**src/rtl/cshm_fir_pkg.sv**
```systemverilog
// Shared definitions for the serial CSHM FIR sequencer: FSM encoding,
// default datapath widths and a constant-foldable clog2.
package cshm_fir_pkg;

  localparam int XW_DEF = 12;  // sample width
  localparam int CW_DEF = 8;   // coefficient width
  localparam int PW_DEF = 16;  // multiplier product width

  typedef enum logic [1:0] {
    ST_IDLE = 2'd0,
    ST_MAC  = 2'd1,
    ST_DONE = 2'd2
  } state_e;

  // Ceiling log2, usable in parameter expressions.
  function automatic int clog2(input int n);
    int r;
    int v;
    r = 0;
    v = n - 1;
    while (v > 0) begin
      r++;
      v = v >> 1;
    end
    return r;
  endfunction

endpackage

```
**src/rtl/cshm_coef_regfile.sv**
```systemverilog
// Coefficient register file: NTAPS signed entries, one synchronous write
// port, one combinational read port, cleared by the asynchronous reset.
module cshm_coef_regfile
  import cshm_fir_pkg::*;
#(
  parameter int NTAPS = 8,
  parameter int CW    = CW_DEF,
  localparam int IW   = clog2(NTAPS)
) (
  input  logic                 clk,
  input  logic                 resetn,
  input  logic                 we,
  input  logic [IW-1:0]        waddr,
  input  logic signed [CW-1:0] wdata,
  input  logic [IW-1:0]        raddr,
  output logic signed [CW-1:0] rdata
);

  logic signed [CW-1:0] coef_q [NTAPS];
  logic signed [CW-1:0] coef_d [NTAPS];

  // Next-state: hold every entry, overwrite the addressed one on a write.
  always_comb begin
    // NOTE: every combinational output gets a default before any branch, so no path leaves it unassigned (which would infer a latch).
    coef_d = coef_q;
    if (we) begin
      coef_d[waddr] = wdata;
    end
  end

  // Storage; coefficients are architecturally zero after reset.
  always_ff @(posedge clk or negedge resetn) begin
    if (!resetn) begin
      // NOTE: this array is cleared on reset on purpose -- the filter must produce zero output until it is programmed, so it is built from flops rather than a RAM macro.
      for (int i = 0; i < NTAPS; i++) begin
        coef_q[i] <= '0;
      end
    end else begin
      // NOTE: state is updated with non-blocking assignments so every flop samples pre-edge values regardless of statement order.
      coef_q <= coef_d;
    end
  end

  assign rdata = coef_q[raddr];

endmodule

```
**src/rtl/cshm_fir_sequencer.sv**
```systemverilog
// Serial FIR controller: one CSHM multiplier is time-shared over all taps.
// Accepts a sample, walks idx over the delay line / coefficient pairs while
// accumulating products, then holds the result until the sink takes it.
module cshm_fir_sequencer
  import cshm_fir_pkg::*;
#(
  parameter int NTAPS = 8,
  parameter int XW    = XW_DEF,
  parameter int CW    = CW_DEF,
  parameter int PW    = PW_DEF,
  localparam int IW   = clog2(NTAPS),
  localparam int AW   = PW + IW
) (
  input  logic                 clk,
  input  logic                 resetn,
  input  logic                 in_valid,
  output logic                 in_ready,
  input  logic signed [XW-1:0] in_data,
  input  logic                 cfg_we,
  input  logic [IW-1:0]        cfg_addr,
  input  logic signed [CW-1:0] cfg_data,
  output logic                 cfg_err,
  output logic signed [XW-1:0] mul_x,
  output logic signed [CW-1:0] mul_coeff,
  input  logic signed [PW-1:0] mul_product,
  output logic                 out_valid,
  input  logic                 out_ready,
  output logic signed [AW-1:0] out_data,
  output logic                 busy
);

  localparam logic [IW-1:0] LAST_IDX = IW'(NTAPS - 1);

  state_e               state_q, state_d;
  logic [IW-1:0]        idx_q, idx_d;
  logic signed [AW-1:0] acc_q, acc_d;
  logic signed [XW-1:0] x_q [NTAPS];
  logic signed [XW-1:0] x_d [NTAPS];
  logic                 cfg_err_q, cfg_err_d;
  logic signed [CW-1:0] coef_rd;
  logic                 addr_ok;
  logic                 cfg_ok;

  // Addresses past the last tap only exist when NTAPS is not a power of 2.
  if ((1 << IW) == NTAPS) begin : g_addr_full
    assign addr_ok = 1'b1;
  end else begin : g_addr_check
    assign addr_ok = ({1'b0, cfg_addr} < (IW + 1)'(NTAPS));
  end

  // A write lands only while idle and not competing with a sample accept.
  assign cfg_ok = cfg_we && (state_q == ST_IDLE) && !in_valid && addr_ok;

  cshm_coef_regfile #(
    .NTAPS (NTAPS),
    .CW    (CW)
  ) u_coef (
    .clk    (clk),
    .resetn (resetn),
    .we     (cfg_ok),
    .waddr  (cfg_addr),
    .wdata  (cfg_data),
    .raddr  (idx_q),
    .rdata  (coef_rd)
  );

  // FSM next-state, delay-line shift, MAC datapath and multiplier operands.
  always_comb begin
    state_d   = state_q;
    idx_d     = idx_q;
    acc_d     = acc_q;
    x_d       = x_q;
    cfg_err_d = cfg_we && !cfg_ok;
    mul_x     = '0;
    mul_coeff = '0;
    case (state_q)
      ST_IDLE: begin
        if (in_valid) begin
          x_d[0] = in_data;
          for (int k = 1; k < NTAPS; k++) begin
            x_d[k] = x_q[k-1];
          end
          acc_d   = '0;
          idx_d   = '0;
          state_d = ST_MAC;
        end
      end
      ST_MAC: begin
        mul_x     = x_q[idx_q];
        mul_coeff = coef_rd;
        acc_d     = acc_q + {{IW{mul_product[PW-1]}}, mul_product};
        if (idx_q == LAST_IDX) begin
          state_d = ST_DONE;
        end else begin
          idx_d = idx_q + 1'b1;
        end
      end
      ST_DONE: begin
        if (out_ready) begin
          state_d = ST_IDLE;
        end
      end
      default: state_d = ST_IDLE;
    endcase
  end

  // State registers; reset abandons any computation in flight.
  always_ff @(posedge clk or negedge resetn) begin
    if (!resetn) begin
      state_q   <= ST_IDLE;
      idx_q     <= '0;
      acc_q     <= '0;
      cfg_err_q <= 1'b0;
      for (int k = 0; k < NTAPS; k++) begin
        x_q[k] <= '0;
      end
    end else begin
      state_q   <= state_d;
      idx_q     <= idx_d;
      acc_q     <= acc_d;
      cfg_err_q <= cfg_err_d;
      x_q       <= x_d;
    end
  end

  assign in_ready  = (state_q == ST_IDLE);
  assign busy      = (state_q != ST_IDLE);
  assign out_valid = (state_q == ST_DONE);
  assign out_data  = (state_q == ST_DONE) ? acc_q : '0;
  assign cfg_err   = cfg_err_q;

endmodule

```
**config.mk**
```make
export PLATFORM = sky130hd
export DESIGN_NAME = cshm_fir_sequencer
export DESIGN_NICKNAME = d
export VERILOG_FILES = /design/src/rtl/cshm_fir_pkg.sv /design/src/rtl/cshm_coef_regfile.sv /design/src/rtl/cshm_fir_sequencer.sv
export SDC_FILE = /design/constraint.sdc
export NUM_CORES = 1
export LEC_CHECK = 0
export BUFFER_PORTS_ARGS = -buffer_cell sky130_fd_sc_hd__clkbuf_2
export CAP_MARGIN = 40
export CORE_MARGIN = 8
export CORE_UTILIZATION = 65
export CTS_BUF_LIST = sky130_fd_sc_hd__clkbuf_2
export DETAILED_ROUTE_END_ITERATION = 8
export PLACE_DENSITY_LB_ADDON = 0.12
export SETUP_SLACK_MARGIN = 0.05
export SLEW_MARGIN = 20
export SYNTH_ARGS = -nofsm -noshare
export SYNTH_HDL_FRONTEND = slang
export SYNTH_SLANG_ARGS = --single-unit
```
**constraint.sdc**
```tcl
create_clock -name clk -period 5.9 [get_ports clk]
set_input_delay 0.295 -clock clk [delete_from_list [all_inputs] [get_ports clk]]
set_output_delay 0.295 -clock clk [all_outputs]
set_load 0.01 [all_outputs]
```
# Yosys cells after proc, flatten, opt, wreduce, memory -nomap -nowiden
# Cells that the tools add are included.
[word_totals] ff_bits=185 wordCells=68
[op_classes] add_sub_neg=2 magnitude_cmp=3 n_eq_ne=7 mux=21 bitwise=2 n_reduce_logical=13
[op_table] operator="$bwmux W64" n=1
[op_table] operator="$mux W19" n=2
[op_table] operator="$pmux W19 S2" n=1
[op_table] operator="$bmux W12 S3" n=1
[op_table] operator="$mux W12" n=3
[op_table] operator="$mux W8" n=4
[op_table] operator="$bmux W8 S3" n=1
[op_table] operator="$demux W8 S3" n=1
[op_table] operator="$add A19 B19 Y19" n=1
[op_table] operator="$ge A4 B4 Y1 const B" n=2
[op_table] operator="$not A3 Y4" n=2
[op_table] operator="$mux W2" n=3
[op_table] operator="$mux W3" n=2
[op_table] operator="$ne A2 B2 Y1 const B" n=3
[op_table] operator="$pmux W2 S3" n=1
[op_table] operator="$pmux W3 S2" n=1
[op_table] operator="$reduce_and A3 Y1" n=2
[op_table] operator="$logic_and A1 B1 Y1" n=4
[op_table] operator="$lt A4 B1 Y1 const B" n=1
[op_table] operator="$reduce_and A2 Y1" n=2
[op_table] operator="$reduce_bool A2 Y1" n=2
[op_table] operator="$add A3 B1 Y3 const B" n=1
[op_table] operator="$eq A3 B3 Y1 const B" n=1
[op_table] operator="$eq A2 B1 Y1 const B" n=1
[op_table] operator="4 further kinds" n=5

# Longest topological paths before layout
# Gate-level depths: netlist (run 1).
[depth] depth_word=6 mapped_depth=9 mapped_depth_nobuf=9

# Hierarchy
# From an unflattened synthesis (run 1), not the netlist that was laid out.
[hier_totals] hier_cells=885 area_unflattened_um2=9391.5
[by_module_without_submodules] mod="cshm_fir_sequencer" n_inst=1 cells_per_inst=713 area_each_um2=6398.6 seq_area_each_um2=3027.9
[by_module_without_submodules] mod="cshm_coef_regfile" n_inst=1 cells_per_inst=172 area_each_um2=2992.9 seq_area_each_um2=1601.5

# Least setup slack after synthesis (run 1)
# No wires, ideal clock.
[synth_timing] path_kind="register to register" startpoint="register acc_q[0]" endpoint="register acc_q[14]" setup_ns=0.123 arrival_time_ns=2.295 required_ns=5.777 path_slack_ns=3.481 path_stages_with_launch=10 synth_period_minus_slack_ns=2.419 path_cell_list="dfrtp_1 ha_1 fa_1 a21o_1 a221oi_2 o21ai_2 and3_4 a311oi_4 xor2_1 o21ai_1"
[synth_between] elab_chain_len=2
[synth_lines] item="start: declaration" line="cshm_fir_sequencer.sv:36" text="logic signed [AW-1:0] acc_q, acc_d;"
[synth_lines] item="start signal: assignment" line="cshm_fir_sequencer.sv:112" text="acc_q <= '0;"
[synth_lines] item="start signal: assignment" line="cshm_fir_sequencer.sv:120" text="acc_q <= acc_d;"
[synth_lines] item="$add A19 B19 Y19" line="cshm_fir_sequencer.sv:91" text="acc_d = acc_q + {{IW{mul_product[PW-1]}}, mul_product};"
[synth_lines] item="$pmux W19 S2" line="cshm_fir_sequencer.sv:76" text="case (state_q)"
# Every way passes these cells.
# A chain may end at the register's enable or synchronous reset.

# Final worst setup path (run 1)
[layout_timing] startpoint="register idx_q[0]" endpoint="output port mul_x[11]"
[layout_between] elab_chain_len=5
[layout_lines] item="start: declaration" line="cshm_fir_sequencer.sv:35" text="logic [IW-1:0] idx_q, idx_d;"
[layout_lines] item="start signal: assignment" line="cshm_fir_sequencer.sv:119" text="idx_q <= idx_d;"
[layout_lines] item="$not A3 Y4 (not written as such)" line="cshm_fir_sequencer.sv:89" text="mul_x = x_q[idx_q];"
[layout_lines] item="$bmux W12 S3" line="cshm_fir_sequencer.sv:89"
[layout_lines] item="$mux W12 (not written as such) (2 in series)" line="cshm_fir_sequencer.sv:89"
[layout_lines] item="$mux W12" line="cshm_fir_sequencer.sv:76"
[layout_lines] item="end: declaration" line="cshm_fir_sequencer.sv:23" text="output logic signed [XW-1:0] mul_x,"
# Every way passes these cells. The select of a mux whose other input is x is not followed.

==> results of run 1 <==
[layer usage]
metal  part of all wire, %  track usage [%]  vias to the layer above
li1                      -                -                     3139
met1                    43            30.92                     3357
met2                    49            38.43                      203
met3                   5.6            4.896                       30
met4                   1.8            7.403                        0
met5                     0                0                        -
[worst max-delay path, delay by kind of cell (launching register included)]
family	cells	cell delay, ps
flops	1	880
mux	2	790
buf+inv	2	660
simple gates	1	70
[flip-flops by register name (all words and copies together) (netlist names)]
register,flops
acc_q,19
cfg_err,1
idx_q,3
state_q,2
u_coef.coef_q,64
x_q,96
[power groups by stage]
stage	clock network [mW]	registers (mW)	logic [mW]
2_1_floorplan	0	2.07	1.81
3_3_place_gp	0	2.16	2.08
3_5_place_dp	0	2.17	2.25
4_1_cts	0.681	2.15	2.28
5_1_grt	0.723	2.22	2.51
6_report	0.676	2.16	2.27
[cells in the final DEF (no fill, tap or decap), drive strengths merged, types with 2 or more instances in the layout]
cell and instances:
dfrtp 185, nand2 312, clkinv 5, mux4 40, a311oi 2, xnor2 8, buf 14, bufinv 3
xor2 7, mux2 65, a21oi 14, o211ai 4, nor3b 2, and2 20, mux2i 21, nand3 14
nor2 33, a21o 9, dlygate4sd3 30, and3 5, clkbuf 105, nand4 3, a221oi 2, nor2b 5
ha 20, o21ai 24, nand3b 3, nor3 3, inv 10
[worst max-delay path by stage]
stage	start	end	slack [ps]	cells after the start
detailed placement	idx_q[0]$_DFFE_PN0P_	mul_x[10]	3200	5
global placement	idx_q[0]$_DFFE_PN0P_	mul_x[10]	3230	5
floorplan	acc_q[0]$_DFFE_PN0P_	acc_q[14]$_DFFE_PN0P_	3480	9
global route	idx_q[0]$_DFFE_PN0P_	mul_coeff[7]	2160	5
finish	idx_q[0]$_DFFE_PN0P_	mul_x[11]	2470	5
CTS	idx_q[0]$_DFFE_PN0P_	mul_x[10]	2330	5
[metrics by stage]
| stage | total power [mW] | instances | hold WS (ps) |
|---|---|---|---|
| after detailed placement | 4.425 | 1098 | 251.5 |
| final | 5.100 | 1162 | 40.67 |
| after floorplan | 3.882 | 868 | -0.5911 |
| after global routing | 5.449 | 1162 | 27.50 |
| after global placement | 4.243 | 1092 | 245.0 |
| after CTS | 5.109 | 1161 | 9.835 |
[final cells by class]
class | instances | area [sq um] | area share [%]
clock inverters | 12 | 147.6 | 1.414
multi-input cells | 629 | 4385 | 42.00
well taps | 180 | 225.2 | 2.157
clock buffers | 20 | 100.1 | 0.9585
inverters | 7 | 26.28 | 0.2516
repair buffers | 129 | 927.1 | 8.879
flip-flops and latches | 185 | 4631 | 44.34
[kinds of logic after synthesis]
logic type / synth area share [%]
AOI/OAI and AO/OA: 4.644
xor gates and xnor gates: 1.422
adders and majority gates: 2.924
buffers and inverters: 2.559
DFF: 50.09
muxes: 19.94
and+or+nand+nor: 18.41
[repair_timing]
item                      4_1_cts  5_1_grt
hold buffers                   31        0
setup buffers                   0        0
hold endpoints to repair      149        0
==> results by group, run 1 <==
Placed design
  • Number of I/O port buffers: 86
  • Worst slack, placed: 3205 ps
  • Dpl hpwl: 13.78 mm
  • GP Congestion: 0.8404
  • Placement Cell Area: 9867 sq um

Timing
  • Max Slew Vio Count: 0
  • Worst Clk Skew: 30.21 ps
  • # setup viols final: 0
  • Fmax: 0.2916 GHz
  • Worst Tran Pin Value: 735.1 ps
  • Final WS setup: 2470 ps
  • Final period utilization: 58.13%
  • Final setup TNS: 0 ps
  • Post-route minimum period: 3430 ps
  • Slew HR: 50.89%
  • Final hold violations: 0
  • RSZ-0062 raised after global routing: no

Global routing
  • Total grt overflow: 0
  • All-Layer GR Usage: 23.49%
  • Vias in the first global route: 6818
  • First-pass GRT wire length: 34.30 mm
  • Antenna violations before repair: 0
  • Pin count of the biggest net entering global routing: 64

Pwr
  • P_int: 3.104 mW
  • Worst vdd ir: 0.0002796 V
  • Gate power share: 44.5%
  • Power Density: 488.4 nW/um^2
  • Seq pwr share: 42.3%
  • Switch Pwr: 1.996 mW
  • Switching Fraction: 39.13%
  • Leak: 5.302 nW
  • Clock share of power: 13.3%

Clock network
  • TritonCTS clock tree: yes
  • Resized Gates After CTS: 0
  • Maximum clock path buffer count: 2
  • H-tree levels: 4
  • CTS root buf: clkbuf_2
  • CTS Buf Count: 17
  • Reg clk slew, reported paths: 250 ps
  • Later-pin clock latency in the skew report: 750 ps
  • Clk sinks: 185

Logic synthesis
  • Synth Flop Type: dfrtp_1
  • Count of cell types in the netlist: 53
  • Syn. warnings: 0
  • Cells after Synth: 868
  • Yosys top cell area share: 50.09%
  • Post-synthesis sequential area ratio: 50.09%
  • Top post-synthesis cells by area: dfrtp_1 (50%), nand2_1 (13%), mux4_2 (9.7%), mux2_2 (7.9%), ha_1 (2.7%)
  • #FFs+latches synth: 185
  • Area leader, netlist: dfrtp_1
  • Mapped Avg Cell Area: 10.65 sq um
  • Post-synth EDFFs: 0
  • Most frequent cells after synthesis: nand2_1 (312), dfrtp_1 (185), mux2_2 (65)
  • Most frequent cell after synthesis: nand2_1
  • Syn Nets: 933
  • Syn Std Cell Area: 9241 sq um
  • Async S/R FF share, synth: 100.0%

Status
  • Outcome: complete, no violations

Drt
  • Via/cell ratio: 5.791
  • Initial DRC count: 577
  • Wire per inst: 17.82 um
  • Router iterations before antenna repair: 7
  • DR vias: 6729
  • Final WL: 20.71 mm
  • Drc violations: 0
  • Final ANT Viol Nets: 0

Setup path
  • Worst-path maximum fanout: 22
  • Critical Path Sink Type: output pin
  • Slowest Stage Delay on Critical Path: 880 ps
  • Crit path launch type: flop
  • Worst r2r dst: acc_q[14]$_DFFE_PN0P_
  • CP Class: flop to output pin
  • CP cell instances: buf_4 -> mux4_2 -> mux2i_1 -> nor2_1 -> clkbuf_2
  • Critical path's slowest cell: dfrtp_2
  • R2R setup slack: 3210 ps
  • Critical Path RT: 5610 ps
  • FF-to-FF path depth: 9
  • Worst EP arrival: 3130 ps
  • R2r startpoint: acc_q[0]$_DFFE_PN0P_

Cells and area
  • Diodes inserted: 0
  • Share of cells above drive strength 1: 25.66%
  • Final core utilization: 75.23%
  • Fillers: 981
  • Fin area: 10440 sq um
  • Final nets: 1034
  • Syn-to-layout area delta: 13.00%

Worst hold path
  • Hold Path Stages: 4
  • HP Class: primary input to flop
  • Worst Hold End: acc_q[5]$_DFFE_PN0P_
  • Min-delay src: mul_product[5]

Die
  • Die ar.: 18290 sq um
  • # rows: 43
  • Initial Util: 66.58%
  • Die Ht: 135.2 um
  • Core Box Area: 13880 sq um
  • Horiz. Die Dim: 135.2 um
  • I/O Pins: 87

Flow run
  • Max-cap violation count: 0
(Power assumes the default switching activity.)
==> run 2: changes to the inputs <==
--- a/config.mk
+++ b/config.mk
@@ -8,7 +8,7 @@
 export BUFFER_PORTS_ARGS = -buffer_cell sky130_fd_sc_hd__clkbuf_2
 export CAP_MARGIN = 40
 export CORE_MARGIN = 8
-export CORE_UTILIZATION = 65
+export CORE_UTILIZATION = 62
 export CTS_BUF_LIST = sky130_fd_sc_hd__clkbuf_2
 export DETAILED_ROUTE_END_ITERATION = 8
 export PLACE_DENSITY_LB_ADDON = 0.12
==> constraint.sdc (replaced) <==
create_clock -name clk -period 3.2 [get_ports clk]
set_input_delay 0.16 -clock clk [delete_from_list [all_inputs] [get_ports clk]]
set_output_delay 0.16 -clock clk [all_outputs]
set_load 0.01 [all_outputs]
==> run 2 against run 1 <==
Effect of this change:
- sequential power grew 83%
- sequential cell count unchanged
- critical path depth grew 2
- setup slack lost 2200 ps
- non-clock buffer count rose by 30
- power is 90% higher
- highest routed layer unchanged
==> results by group, run 2 (same netlist as run 1, synthesis figures left out) <==
Status
  • Outcome: complete, no violations

Placed design
  • GP Congestion: 0.8480 (+0.90%)
  • Number of I/O port buffers: 86 (unchanged)
  • Placement Cell Area: 9884 sq um (+0.18%)
  • Dpl hpwl: 13.83 mm (+0.38%)

Drt
  • Final ANT Viol Nets: 0 (unchanged)
  • Router iterations before antenna repair: 5 (-2)
  • Initial DRC count: 545 (-5.5%)
  • Wire per inst: 17.62 um (-1.1%)
  • Drc violations: 0 (unchanged)
  • DR vias: 6847 (+1.8%)
  • Via/cell ratio: 5.725 (-1.1%)
  • Final WL: 21.07 mm (+1.8%)

Clock network
  • Maximum clock path buffer count: 2 (unchanged)
  • Clk sinks: 185 (unchanged)
  • H-tree levels: 4 (unchanged)
  • CTS root buf: clkbuf_2
  • CTS Buf Count: 17 (unchanged)
  • Later-pin clock latency in the skew report: 750 ps (about the same)
  • Reg clk slew, reported paths: 260 ps (about the same)
  • TritonCTS clock tree: yes

Global routing
  • First-pass GRT wire length: 35.60 mm (+3.8%)
  • Total grt overflow: 0 (unchanged)
  • Antenna violations before repair: 0 (unchanged)
  • All-Layer GR Usage: 22.53% (-0.96 points)
  • Vias in the first global route: 6919 (+1.5%)
  • Pin count of the biggest net entering global routing: 73 (+14%)

Die
  • Die ar.: 19070 sq um (+4.3%)
  • Die Ht: 138.1 um (+2.1%)
  • I/O Pins: 87 (unchanged)
  • Core Box Area: 14530 sq um (+4.7%)
  • # rows: 44 (+2.3%)
  • Horiz. Die Dim: 138.1 um (+2.1%)
  • Initial Util: 63.58% (-3.0 points)

Flow run
  • Max-cap violation count: 0 (unchanged)

Setup path
  • Slowest Stage Delay on Critical Path: 780 ps (-100 ps)
  • Critical path's slowest cell: dlygate4sd3_1
  • Critical Path RT: 3870 ps (-1740 ps)
  • CP delay by family, top: simple AND/OR/NAND/NOR gates
  • Worst EP arrival: 3590 ps (+460 ps)
  • CP Class: flop to flop
  • Worst-path maximum fanout: 5 (-77%)
  • Buffer and inverter count on the worst path: 2 (unchanged)
  • CP cell instances: nor2_2 -> inv_1 -> nor2_1 -> nand3b_2 -> nor3b_4 -> dlygate4sd3_1 -> mux2_2
  • Crit path launch type: flop
  • Critical Path Sink Type: flop

Timing
  • Max Slew Vio Count: 0 (unchanged)
  • Post-route minimum period: 2918 ps
  • Final setup TNS: 0 ps (unchanged)
  • RSZ-0062 raised after global routing: no
  • Worst Clk Skew: 27.82 ps (-2.385 ps)
  • Final period utilization: 91.18%
  • Final hold violations: 0 (unchanged)
  • # setup viols final: 0 (unchanged)
  • Fmax: 0.3427 GHz
  • Slew HR: 49.44% (-1.4 points)
  • Worst Tran Pin Value: 754.3 ps (+19.14 ps)

Pwr
  • Power Density: 897.0 nW/um^2 (+84%)
  • Clock share of power: 13.9% (+0.6 points)
  • Switch Pwr: 3.750 mW (+88%)
  • P_int: 5.929 mW (+91%)
  • Seq pwr share: 40.9% (-1.4 points)
  • Gate power share: 45.2% (+0.7 points)
  • Leak: 5.432 nW (+2.5%)
  • Tot Pwr: 9.679 mW (+90%)
  • Worst vdd ir: 0.0005190 V (+86%)
  • Switching Fraction: 38.74% (-0.39 points)

Cells and area
  • Final core utilization: 74.24% (-0.99 points)
  • Top Registers: x_q (96), u_coef.coef_q (64), acc_q (19)
  • Diodes inserted: 0 (unchanged)
  • Max reg flops: 96 (unchanged)
  • Most frequent cells in the layout: nand2_1 (311), dfrtp_1 (184), clkbuf_2 (103)
  • Final nets: 1064 (+2.9%)
  • Syn-to-layout area delta: 16.76%
  • Share of cells above drive strength 1: 25.20% (-0.46 points)
  • Commonest non-fill, non-tap cell in the layout: nand2_1
  • Fin area: 10790 sq um (+3.3%)
  • Biggest register: x_q

Worst hold path
  • HP Class: primary input to flop
## run 2: cell types whose count changed in the layout (fill, tap and decap cells not counted), sizes merged
| cell | change |
|---|---|
| buf | +1 |
| clkbuf | -2 |
| dlygate4sd3 | +29 |
| clkinv | +1 |
| bufinv | +1 |
## run 2: final cells by class
class / count / area [sq um]
Sequential cell: 185 / 4633
Multi-Input combinational cell: 629 / 4385
Fill cell: 1011 / 3744
Timing Repair Buffer: 159 / 1230
Tap cell: 184 / 230.2
Clock inverter: 14 / 195.2
Clock buffer: 18 / 90.09
Inverter: 7 / 26.28
## run 2: timing repair
item                                   CTS  global route
buffers inserted                         0             0
setup endpoints to repair                0             1
hold buffers                            60             0
gates resized for setup                  0             1
endpoints found under the hold margin  326             0
## run 2: final timing paths
| kind | slack [ps] | start | cells after the start | to |
|---|---|---|---|---|
| max in group asynchronous | 2190 | resetn | 4 | x_q[91]$_DFFE_PN0P_ |
| min in group asynchronous | 510 | resetn | 4 | acc_q[5]$_DFFE_PN0P_ |
| max reg2reg | 280 | state_q[0]$_DFFE_PN0P_ | 7 | u_coef.coef_q[26]$_DFFE_PN0P_ |
| min | 150 | out_ready | 3 | state_q[1]$_DFFE_PN0P_ |
| min reg2reg | 500 | x_q[82]$_DFFE_PN0P_ | 2 | x_q[70]$_DFFE_PN0P_ |
| max | 280 | state_q[0]$_DFFE_PN0P_ | 7 | u_coef.coef_q[26]$_DFFE_PN0P_ |
## run 2: tightest hold or removal path, cell delays in order
cell and delay (ps):
dlygate4sd3_1 540, clkbuf_2 120, o21ai_0 90
## run 2: through the flow
step / setup WS (ps) / instances / hold slack (ps)
finish: 282.4 / 1196 / 151.3
global route: 107.7 / 1196 / 64.03
CTS: 126.2 / 1196 / 76.72
detailed placement: 599.9 / 1104 / 179.7
global placement: 619.8 / 1101 / 176.8
floorplan: 781.4 / 868 / -135.6
## run 2: power by group through the flow
stage / Sequential (mW) / Clock [mW] / Combinational (mW)
finish: 3.96 / 1.35 / 4.37
floorplan: 3.82 / 0 / 3.34
detailed placement: 4.00 / 0 / 4.22
CTS: 3.95 / 1.38 / 4.38
global placement: 3.93 / 0 / 3.96
global route: 4.08 / 1.49 / 4.81
## run 2: per-layer routing
layer	vias to the layer above	share of wire (%)	track usage, %
met5	-	0	0
met1	3387	44	30.21
li1	3218	-	-
met2	203	49	35.98
met3	39	4.9	4.795
met4	0	1.8	7.265
==> run 3: changes to the inputs <==
==> constraint.sdc (replaced) <==
create_clock -name clk -period 3.2 [get_ports clk]
set_input_delay 0 -clock clk [delete_from_list [all_inputs] [get_ports clk]]
set_output_delay 0 -clock clk [all_outputs]
set_load 0.01 [all_outputs]
==> run 3 against run 2 <==
Effect of this change:
- largest cell class unchanged
- routed wire length rose by 3.5%
- fmax rose by 0.64%
- highest routed layer unchanged
- largest power group unchanged
- die area did not move
- utilization rose by 1.5 points
- power rose by 2.0%
==> results by group, run 3 (same netlist as run 1, synthesis figures left out) <==
Global routing
  • First-pass GRT wire length: 36.54 mm (+2.6%)
  • Met2 GRT Util: 38.52% (+2.5 points)
  • Met1 usage: 30.36% (+0.16 points)
  • Antenna violations before repair: 1 (+1)
  • All-Layer GR Usage: 23.16% (+0.63 points)
  • GR peak layer: met2
  • Pin count of the biggest net entering global routing: 88 (+21%)
  • Met3 Usage GRT: 4.829% (+0.034 points)
  • Total grt overflow: 0 (unchanged)
  • Vias in the first global route: 7160 (+3.5%)

Cells and area
  • Final core utilization: 75.77% (+1.5 points)
  • Final nets: 1090 (+2.4%)
  • Max reg flops: 96 (unchanged)
  • Syn-to-layout area delta: 19.16%
  • Most frequent cells in the layout: nand2_1 (311), dfrtp_1 (184), clkbuf_2 (102)
  • Top Registers: x_q (96), u_coef.coef_q (64), acc_q (19)
  • Share of cells above drive strength 1: 24.76% (-0.44 points)
  • Commonest non-fill, non-tap cell in the layout: nand2_1
  • Biggest register: x_q

Timing
  • Worst Tran Pin Value: 778.2 ps (+23.93 ps)
  • Final hold violations: 0 (unchanged)
  • Fmax: 0.3450 GHz (+0.64%)
  • Final period utilization: 90.59% (-0.58 points)
  • RSZ-0062 raised after global routing: no
  • Post-route minimum period: 2899 ps (-18.65 ps)
  • Slew HR: 47.84% (-1.6 points)
  • Worst Clk Skew: 33.26 ps (+5.439 ps)
  • # setup viols final: 0 (unchanged)
  • Max Slew Vio Count: 0 (unchanged)
  • Final setup TNS: 0 ps (unchanged)

Die
  • Initial Util: 63.58% (unchanged)
  • # rows: 44 (unchanged)
  • Core Box Area: 14530 sq um (unchanged)
  • Die ar.: 19070 sq um (unchanged)
  • Die Ht: 138.1 um (unchanged)
  • Horiz. Die Dim: 138.1 um (unchanged)
  • I/O Pins: 87 (unchanged)

Drt
  • DR vias: 6957 (+1.6%)
  • Final WL: 21.81 mm (+3.5%)
  • Router iterations before antenna repair: 5 (unchanged)
  • Initial DRC count: 546 (+0.18%)
  • Via/cell ratio: 5.684 (-0.72%)
  • Drc violations: 0 (unchanged)
  • Wire per inst: 17.82 um (+1.1%)
  • Final ANT Viol Nets: 0 (unchanged)

Clock network
  • Post-CTS setup repair buffer count: 0 (unchanged)
  • H-tree levels: 4 (unchanged)
  • TritonCTS clock tree: yes
  • Resized Gates After CTS: 0 (unchanged)
  • CTS root buf: clkbuf_2
  • Reg clk slew, reported paths: 280 ps (+20 ps)
  • Maximum clock path buffer count: 2 (unchanged)
  • Later-pin clock latency in the skew report: 750 ps (about the same)
  • Clk sinks: 185 (unchanged)
  • CTS Buf Count: 17 (unchanged)

Setup path
  • Critical Path RT: 3850 ps (-20 ps)
  • CP cell instances: nor2_2 -> inv_1 -> nor2_1 -> nand3b_2 -> nor3b_4 -> dlygate4sd3_1 -> mux2_2
  • Worst EP arrival: 3550 ps (-40 ps)
  • Slowest Stage Delay on Critical Path: 910 ps (+130 ps)
  • Worst-path maximum fanout: 8 (+3)
  • Crit path launch type: flop
  • Critical Path Sink Type: flop
  • CP Class: flop to flop
  • Critical path's slowest cell: dlygate4sd3_1

Placed design
  • Dpl hpwl: 13.80 mm (-0.22%)
  • Number of I/O port buffers: 86 (unchanged)
  • GP Congestion: 0.8332 (-1.7%)

Worst hold path
  • HP Class: primary input to flop

Status
  • Outcome: complete, no violations

Pwr
  • Worst vdd ir: 0.0004857 V (-6.4%)
  • Tot Pwr: 9.872 mW (+2.0%)
  • Power Density: 896.5 nW/um^2 (about the same)
  • Leak: 5.529 nW (+1.8%)

Flow run
  • Max-cap violation count: 0 (unchanged)
## run 3: changes by cell type in the layout (fill, tap and decap cells not counted), moves of 2 or more
cell	change
dlygate4sd3_1	+25
clkinv_4	-2
inv_6	+2
diode_2	+2
buf_16	-2
## run 3: path summary, 6_finish.rpt
kind                       slack (ps)                    from                             to  depth (start not counted)
setup / recovery                  300  state_q[0]$_DFFE_PN0P_  u_coef.coef_q[31]$_DFFE_PN0P_                          7
hold / removal                    100             cfg_data[5]  u_coef.coef_q[13]$_DFFE_PN0P_                          3
setup reg to reg                  300  state_q[0]$_DFFE_PN0P_  u_coef.coef_q[31]$_DFFE_PN0P_                          7
hold reg to reg                   490   acc_q[18]$_DFFE_PN0P_          acc_q[18]$_DFFE_PN0P_                          1
max in group asynchronous        2190                  resetn            x_q[19]$_DFFE_PN0P_                          5
min in group asynchronous         330                  resetn           acc_q[5]$_DFFE_PN0P_                          4
## run 3: worst max-delay path, delay by kind of cell (launching register included)
family / cells / cell delay [ps]
buffers and inverters: 2 / 1000
and+or+nand+nor: 4 / 930
DFF: 1 / 470
muxes: 1 / 390
## run 3: layout make-up
| class | count | area [sq um] |
|---|---|---|
| Fill cell | 1001 | 3522 |
| Multi-Input combinational cell | 629 | 4385 |
| Antenna cell | 2 | 5.005 |
| Sequential cell | 185 | 4631 |
| Clock inverter | 15 | 185.2 |
| Clock buffer | 17 | 85.08 |
| Timing Repair Buffer | 185 | 1464 |
| Tap cell | 184 | 230.2 |
| Inverter | 7 | 26.28 |
## run 3: stage by stage
stage          cells  area [sq um]  setup WS, ps  hold slack [ps]
6_report        1224         11010         301.0            101.8
4_1_cts         1221         11000         302.6            48.94
2_1_floorplan    868          9241         781.4           -295.6
5_1_grt         1223         11010         178.8            41.78
3_3_place_gp    1101          9797         619.0            192.4
3_5_place_dp    1104          9864         544.6           -65.10
## run 3: repair_timing
item	in CTS	in global routing
hold endpoints to repair	346	0
endpoints found under the setup margin	0	0
hold buffers	85	0
## run 3: power by group
group	switching (mW)	leakage [nW]	total, mW	internal [mW]
Combinational	2.32	2.96	4.58	2.27
Clock	0.845	0.157	1.30	0.453
Sequential	0.697	2.41	3.99	3.29
Total	3.86	5.53	9.87	6.02
## run 3: per-layer routing
layer  wire length [um]  up-vias
li1                   -     3255
met1               9570     3527
met2              11200      159
met3                900       16
met4                138        0
met5                  0        -
